===== src/rtl/cbus_arbiter_pkg.sv =====
// Shared CBus typedefs for the instruction/data arbiter.
//   cbus_req_t  : request from a core port (valid, is_write, size, addr, strobe, data, len)
//   cbus_resp_t : response toward a core port (ready, last, data)
//   arb_state_t : arbiter FSM encoding
//   port_t      : identifies the instruction (I) or data (D) port
package cbus_arbiter_pkg;

  typedef struct packed {
    logic        valid;
    logic        is_write;
    logic [2:0]  size;
    logic [31:0] addr;
    logic [3:0]  strobe;
    logic [31:0] data;
    logic [3:0]  len;
  } cbus_req_t;

  typedef struct packed {
    logic        ready;
    logic        last;
    logic [31:0] data;
  } cbus_resp_t;

  typedef enum logic [1:0] {
    IDLE   = 2'd0,
    BUSY_I = 2'd1,
    BUSY_D = 2'd2
  } arb_state_t;

  typedef enum logic {
    PORT_I = 1'b0,
    PORT_D = 1'b1
  } port_t;

  // Winner when both ports request in the same IDLE cycle. Round-robin
  // hands the grant to whichever port did not finish most recently;
  // otherwise the data port always wins.
  function automatic port_t tie_winner(input logic round_robin, input port_t last_served);
    if (!round_robin)
      return PORT_D;
    return (last_served == PORT_I) ? PORT_D : PORT_I;
  endfunction

endpackage


===== src/rtl/cbus_arbiter.sv =====
// Two-into-one CBus arbiter between the core's instruction and data ports
// and the CBus-to-AXI converter.
//   clk   : clock, rising edge
//   reset : asynchronous, active-high
//   ireq/iresp : instruction-side request / response
//   dreq/dresp : data-side request / response
//   oreq/oresp : merged request / response toward the converter
// Only the FSM state and last_served are registered; all muxing is
// combinational from state, so a granted transaction sees the converter
// directly with no added latency after the one-cycle arbitration.
module cbus_arbiter
  import cbus_arbiter_pkg::*;
#(
  parameter int ROUND_ROBIN = 1
) (
  input  logic       clk,
  input  logic       reset,
  input  cbus_req_t  ireq,
  output cbus_resp_t iresp,
  input  cbus_req_t  dreq,
  output cbus_resp_t dresp,
  output cbus_req_t  oreq,
  input  cbus_resp_t oresp
);

  arb_state_t state;
  port_t      last_served;

  logic rr_mode;
  logic done_beat;
  assign rr_mode   = (ROUND_ROBIN != 0);
  assign done_beat = oresp.ready & oresp.last;

  // Grant is held from arbitration until the last beat, regardless of the
  // requester's valid, so a burst is never split between ports.
  always_ff @(posedge clk or posedge reset) begin
    if (reset) begin
      state       <= IDLE;
      last_served <= PORT_D;
    end else begin
      case (state)
        IDLE: begin
          if (ireq.valid && dreq.valid)
            state <= (tie_winner(rr_mode, last_served) == PORT_I) ? BUSY_I : BUSY_D;
          else if (ireq.valid)
            state <= BUSY_I;
          else if (dreq.valid)
            state <= BUSY_D;
        end
        BUSY_I: begin
          if (done_beat) begin
            state       <= IDLE;
            last_served <= PORT_I;
          end
        end
        BUSY_D: begin
          if (done_beat) begin
            state       <= IDLE;
            last_served <= PORT_D;
          end
        end
        default: state <= IDLE;
      endcase
    end
  end

  // In IDLE (including while reset holds state there) everything is zero.
  always_comb begin
    oreq  = '0;
    iresp = '0;
    dresp = '0;
    case (state)
      BUSY_I: begin
        oreq  = ireq;
        iresp = oresp;
      end
      BUSY_D: begin
        oreq  = dreq;
        dresp = oresp;
      end
      default: ;
    endcase
  end

endmodule


===== config.mk =====
export PLATFORM = sky130hd
export DESIGN_NAME = cbus_arbiter
export DESIGN_NICKNAME = d
export VERILOG_FILES = /design/src/rtl/cbus_arbiter_pkg.sv /design/src/rtl/cbus_arbiter.sv
export SDC_FILE = /design/constraint.sdc
export NUM_CORES = 1
export LEC_CHECK = 0
export BUFFER_PORTS_ARGS = -buffer_cell sky130_fd_sc_hd__buf_2
export CAP_MARGIN = 20
export CORE_AREA = 2 2 129 131
export DETAILED_ROUTE_END_ITERATION = 10
export DIE_AREA = 0 0 131 133
export SETUP_SLACK_MARGIN = 0.2
export SKIP_CTS_REPAIR_TIMING = 1
export SLEW_MARGIN = 20
export SYNTH_ARGS = -nofsm -noshare
export SYNTH_HDL_FRONTEND = slang
export SYNTH_SLANG_ARGS = --single-unit

===== constraint.sdc =====
create_clock -name clk -period 1.7 [get_ports clk]
set_input_delay 0 -clock clk [delete_from_list [all_inputs] [get_ports clk]]
set_output_delay 0 -clock clk [all_outputs]
set_load 0.005 [all_outputs]

Word-level counts from Yosys, hierarchy flattened. Index checks and enable logic that the tools add are counted.

Bits in registers: 3. Output and inout port bits: 145.

Eq/ne operators: 6. Multiplexer cells: 18. Bitwise logic cells: 1. Reductions and logical operators: 6.

Operators by type and width (count): case mux 77 bit (2 select lines) (1); two-way mux 34 bit (2); two-way mux 2 bit (5); two-way mux 1 bit (8); inequality test 2 bit (second input constant) (2); inequality test 4 bit (second input constant) (1); case mux 2 bit (2 select lines) (1); AND reduction 3 bit (1); == test 2 x 1 -> 1 bit (second input constant) (1); == test 2 bit (second input constant) (1); zero test 2 bit (1); inequality test 2 x 1 -> 1 bit (second input constant) (1); case mux 1 bit (2 select lines) (1); AND reduction 2 bit (1); nonzero test 2 bit (1); OR reduction 2 bit (1); bitwise AND 1 bit (1); logical AND 1 bit (1).

Depth between registers and ports, before layout.
Word-level depth: 9. Depth in mapped cells: 7.

Worst setup path after synthesis. No wires, ideal clock.

Path kind: register -> register. Start: reg state[1]. End: reg state[0]. Library setup time: 0.101 ns. Arrival time: 1.250 ns. Slack: 0.349 ns. Cell stages (with the launch flop): 6. Path buffers: 0. Path through: dfrtp_1 > inv_1 > ha_1 > a21boi_0 > a21oi_1 > o32ai_1.

Cells in the longest elaborated chain, start to end: 4. Elaborated cells on any way between the ends: 8. Classes of those cells: eq/ne: 4; mux: 1; reduce/logical: 3.

RTL lines: start: declaration (line cbus_arbiter.sv:26) `arb_state_t state;`; start signal: assignment (line cbus_arbiter.sv:44) `state <= (tie_winner(rr_mode, last_served) == PORT_I) ? BUSY_I : BUSY_D;`; == test 2 bit or == test 2 x 1 -> 1 bit (tied branches) (line cbus_arbiter.sv:41) `case (state)`; OR reduction 2 bit (no source line); inequality test 2 x 1 -> 1 bit (no source line); AND reduction 2 bit (no source line).

Parallel ways exist; a longest one is shown, timed or not. A chain may end at the register's enable or synchronous reset.

==> impl_summary.md <==
Outcome
The run finished with clean final reports.

STA
The final clock skew is 3.92 ps. The final hold violation count is 0. The highest clock rate is 621 MHz.

The slew of the pin with the lowest slew margin is 236 ps. In this run the tightest slew margin relative to its limit is 0.843. Setup violations remaining at the end of the flow were counted as 0. Setup repair after global routing could not meet its margin everywhere. The ratio of final minimum period to clock period is 0.948.

The final max-slew violation count is 0. The shortest period the worst path allows is 1610 ps. Hold is met by 80.1 ps.

Worst setup path
Measured in cells, the most critical reg-to-reg path has a length of 7. The highest fanout seen on the critical path is 9. The type of the worst setup path is flop to primary output. The register-to-register setup slack is 220 ps.

Data on the critical path is required at its endpoint by 1700 ps. In this run the critical register-to-register path is captured at last_served. The kind of end point of the critical path is a primary output. Walking the worst path, the cells encountered are buf_4 > ha_4 > buf_4 > a22oi_1 > nor2b_1 > buf_2. The type of origin of the critical path is a flop. The slowest stage of the critical path belongs to the cell sky130_fd_sc_hd__dfrtp_1. The endpoint arrival time on the critical path is 1610 ps. The peak per-stage delay on the critical path is 390 ps.

The startpoint of the worst-slack reg-to-reg timing path is state[1]. In this design, the critical path's most frequently occurring cell is sky130_fd_sc_hd__buf_4.

Final layout
The antenna diode count is 0. The area of the multi-input gates is 1720 um2. In the final layout, the share of cells above drive strength 1 is 0.657. From synthesis to final layout, the design area changed by 143%. The net count of the finished layout is 808.

The sequential cells in the finished layout cover a total of 76.3 um2. The final design area excluding fillers is 4520 um2. The number of fill cells is 1,761.

Place
Input and output buffers added on the ports amount to 334. The global placer's final weighted congestion is 0.806. The placed standard-cell area is 3780 um2. The post-DP HPWL is 7.75 mm.

Synth
The synthesized netlist occupies a cell area of 1860 um2. The proportion of synthesized chip area in sequential cells is 0.0410. Ranked by total cell area, the synthesized netlist is headed by sky130_fd_sc_hd__a22oi_1, sky130_fd_sc_hd__nor2b_1, sky130_fd_sc_hd__and2_1, sky130_fd_sc_hd__buf_2, sky130_fd_sc_hd__clkbuf_1.

A synthesized cell averages 6.73 um2. The number of cells produced by synthesis is 277. The share of the synthesized area in the top cell type is 0.310. The distinct cell type count after synthesis is 20. Synthesis inferred 3 register bits. The number of nets handed over by synthesis was 471. The number of warnings printed during yosys synthesis is 0. The largest total area in the synthesized netlist belongs to sky130_fd_sc_hd__a22oi_1.

Power and ir drop
Of the total power, the share spent switching nets is 0.426. Of the total power, combinational logic draws 0.910. For this design the total switching power over the nets is 0.00247 W. For this design the static power due to leakage is 2.40 nW. The share of total power dissipated in sequential elements is 0.025.

The power per unit of standard cell area is 1280 nW/um2. The internal power of the cells is 0.00334 W. The highest ir drop seen on vdd is 770 uV. Of the total power, the clock network draws 0.065.

Hold path
The worst hold path belongs to the class input port to flop. The startpoint identified for the worst hold timing path is dreq[76]. Along the worst hold path, the cell count comes to 3. The endpoint of the worst hold path is state[1].

Detailed routing
After detailed routing, the number of vias per cell comes to 4.08. In the routed design, unresolved DRC markers number 0. Dividing the detail-routed wire length by the instance count gives 14.7 um.

The overall routed net length is 12.2 mm. The number of detailed-routing iterations run before antenna repair is 4. The detailed router placed 3,400 vias in this run. The count of antenna-violating nets left after detailed routing is 0. The initial DRC count is 155.

Floorplan
The die covers 17,400 um2. From left edge to right edge, the die measures 131 um. The initial core utilization is 0.115.

335 I/O pins were placed. The core area is 16,200 um2. The number of placement rows is 47. The overall die height is 133 um.

Global route
The total routing usage reported by global routing is 0.0914. Entering global routing, the biggest net connects 78 pins. The first-pass GRT wire length is 12.9 mm. Global routing finished with a remaining overflow of 0.

The via count of the first global-routing pass is 2,695. The number of antenna violations at the first check in global routing is 0.

Clock network
The number of clock buffers added by TritonCTS is 3. No sink is reached through more buffers than the 2 on the longest clock path. CTS placed an instance of sky130_fd_sc_hd__clkbuf_16 at the clock tree root.

After clock tree synthesis, the clock-pin slew on the worst setup and hold paths is 30 ps. TritonCTS built the clock tree. The clock insertion delay at the later pin of the skew report is 230 ps. The clock drives 3 sinks.

CTS built an H-tree with a depth of 1.

Flow run
The tool flagged a number of max-cap violations equal to 0.
cell families (layout without fill, tap and decap cells):
kind of cell    Yosys count  count (layout)  share of synthesized area
compound gates           84              84                      0.336
flops                     3               3                     0.0410
fa+ha+maj                 4               4                     0.0269
simple gates            148             148                      0.494
buf+inv                  38             374                      0.102
Yosys cell counts:
cell and n:
sky130_fd_sc_hd__buf_1 1, sky130_fd_sc_hd__buf_4 3, sky130_fd_sc_hd__dfrtp_1 2, sky130_fd_sc_hd__nand2_1 1, sky130_fd_sc_hd__clkbuf_1 14, sky130_fd_sc_hd__buf_2 11, sky130_fd_sc_hd__dfstp_2 1, sky130_fd_sc_hd__a21boi_0 1
sky130_fd_sc_hd__a22oi_1 77, sky130_fd_sc_hd__inv_1 6, sky130_fd_sc_hd__a21oi_1 2, sky130_fd_sc_hd__ha_1 4, sky130_fd_sc_hd__a32o_1 1, sky130_fd_sc_hd__o32ai_1 1, sky130_fd_sc_hd__o22ai_1 1, sky130_fd_sc_hd__nor2b_1 77
sky130_fd_sc_hd__nand3_1 2, sky130_fd_sc_hd__o21ai_0 1, sky130_fd_sc_hd__buf_6 3, sky130_fd_sc_hd__and2_1 68
critical path, delay by kind of cell (launching register included):
family,cells,cell delay [ps]
AOI/OAI and AO/OA,1,240
adders and majority gates,1,210
buffers and inverters,3,480
DFF,1,390
and+or+nand+nor,1,80
layer usage:
| layer | track usage | share of wire | vias up |
|---|---|---|---|
| met1 | 0.105 | 0.39 | 1555 |
| met5 | 0 | 0 | - |
| met3 | 0.0113 | 0.072 | 4 |
| li1 | - | - | 1644 |
| met2 | 0.178 | 0.53 | 197 |
| met4 | 0.0160 | 0.0032 | 0 |
worst max-delay path by stage:
stage / from / end / slack [ps] / depth (start not counted)
after floorplan: state[1] / state[0] / 350 / 5
after global placement: state[0] / state[0] / 170 / 5
after detailed placement: state[0] / state[0] / 130 / 5
after CTS: state[0] / oreq[67] / -80 / 6
after global routing: state[0] / oreq[16] / 50 / 6
final: state[1] / oreq[69] / 90 / 6
power by group through the flow:
stage               registers, W  clock network [W]  logic [W]
finish                  0.000147           0.000378    0.00528
global route            0.000151           0.000394    0.00571
CTS                     0.000139           0.000383    0.00391
detailed placement      0.000140                  0    0.00390
global placement        0.000139                  0    0.00389
floorplan               0.000130                  0    0.00238
cell type report:
type / count / share of cell area
Timing Repair Buffer: 364 / 0.519
Inverter: 6 / 0.00553
Multi-Input combinational cell: 236 / 0.381
Tap cell: 220 / 0.0608
Clock buffer: 4 / 0.0174
Sequential cell: 3 / 0.0169
sequential cells by signal, summed over array words and instances (netlist names):
register,flops
last_served,1
state,2
placed cells by master (no fill, tap or decap), types with 2 or more instances in the layout:
cell type,instances
sky130_fd_sc_hd__a21oi_1,2
sky130_fd_sc_hd__a22oi_1,73
sky130_fd_sc_hd__a22oi_2,4
sky130_fd_sc_hd__and2_1,42
sky130_fd_sc_hd__and2_4,26
sky130_fd_sc_hd__buf_12,5
sky130_fd_sc_hd__buf_16,2
sky130_fd_sc_hd__buf_2,308
sky130_fd_sc_hd__buf_4,6
sky130_fd_sc_hd__buf_6,31
sky130_fd_sc_hd__buf_8,3
sky130_fd_sc_hd__clkbuf_16,11
sky130_fd_sc_hd__dfrtp_1,2
sky130_fd_sc_hd__ha_4,3
sky130_fd_sc_hd__inv_1,4
sky130_fd_sc_hd__nand3_1,2
sky130_fd_sc_hd__nor2b_1,77
stage by stage:
step           TNS [ps]  power, W  utilization  setup slack [ps]  instances
2_1_floorplan         0   0.00251            -               349        277
3_3_place_gp          0   0.00402        0.234               174        807
3_5_place_dp          0   0.00404        0.234               131        807
4_1_cts            -841   0.00444        0.239             -76.4        811
5_1_grt               0   0.00626        0.280              53.1        833
6_report              0   0.00581        0.280              89.1        833
No activity file was read; power rests on OpenSTA's default activity.
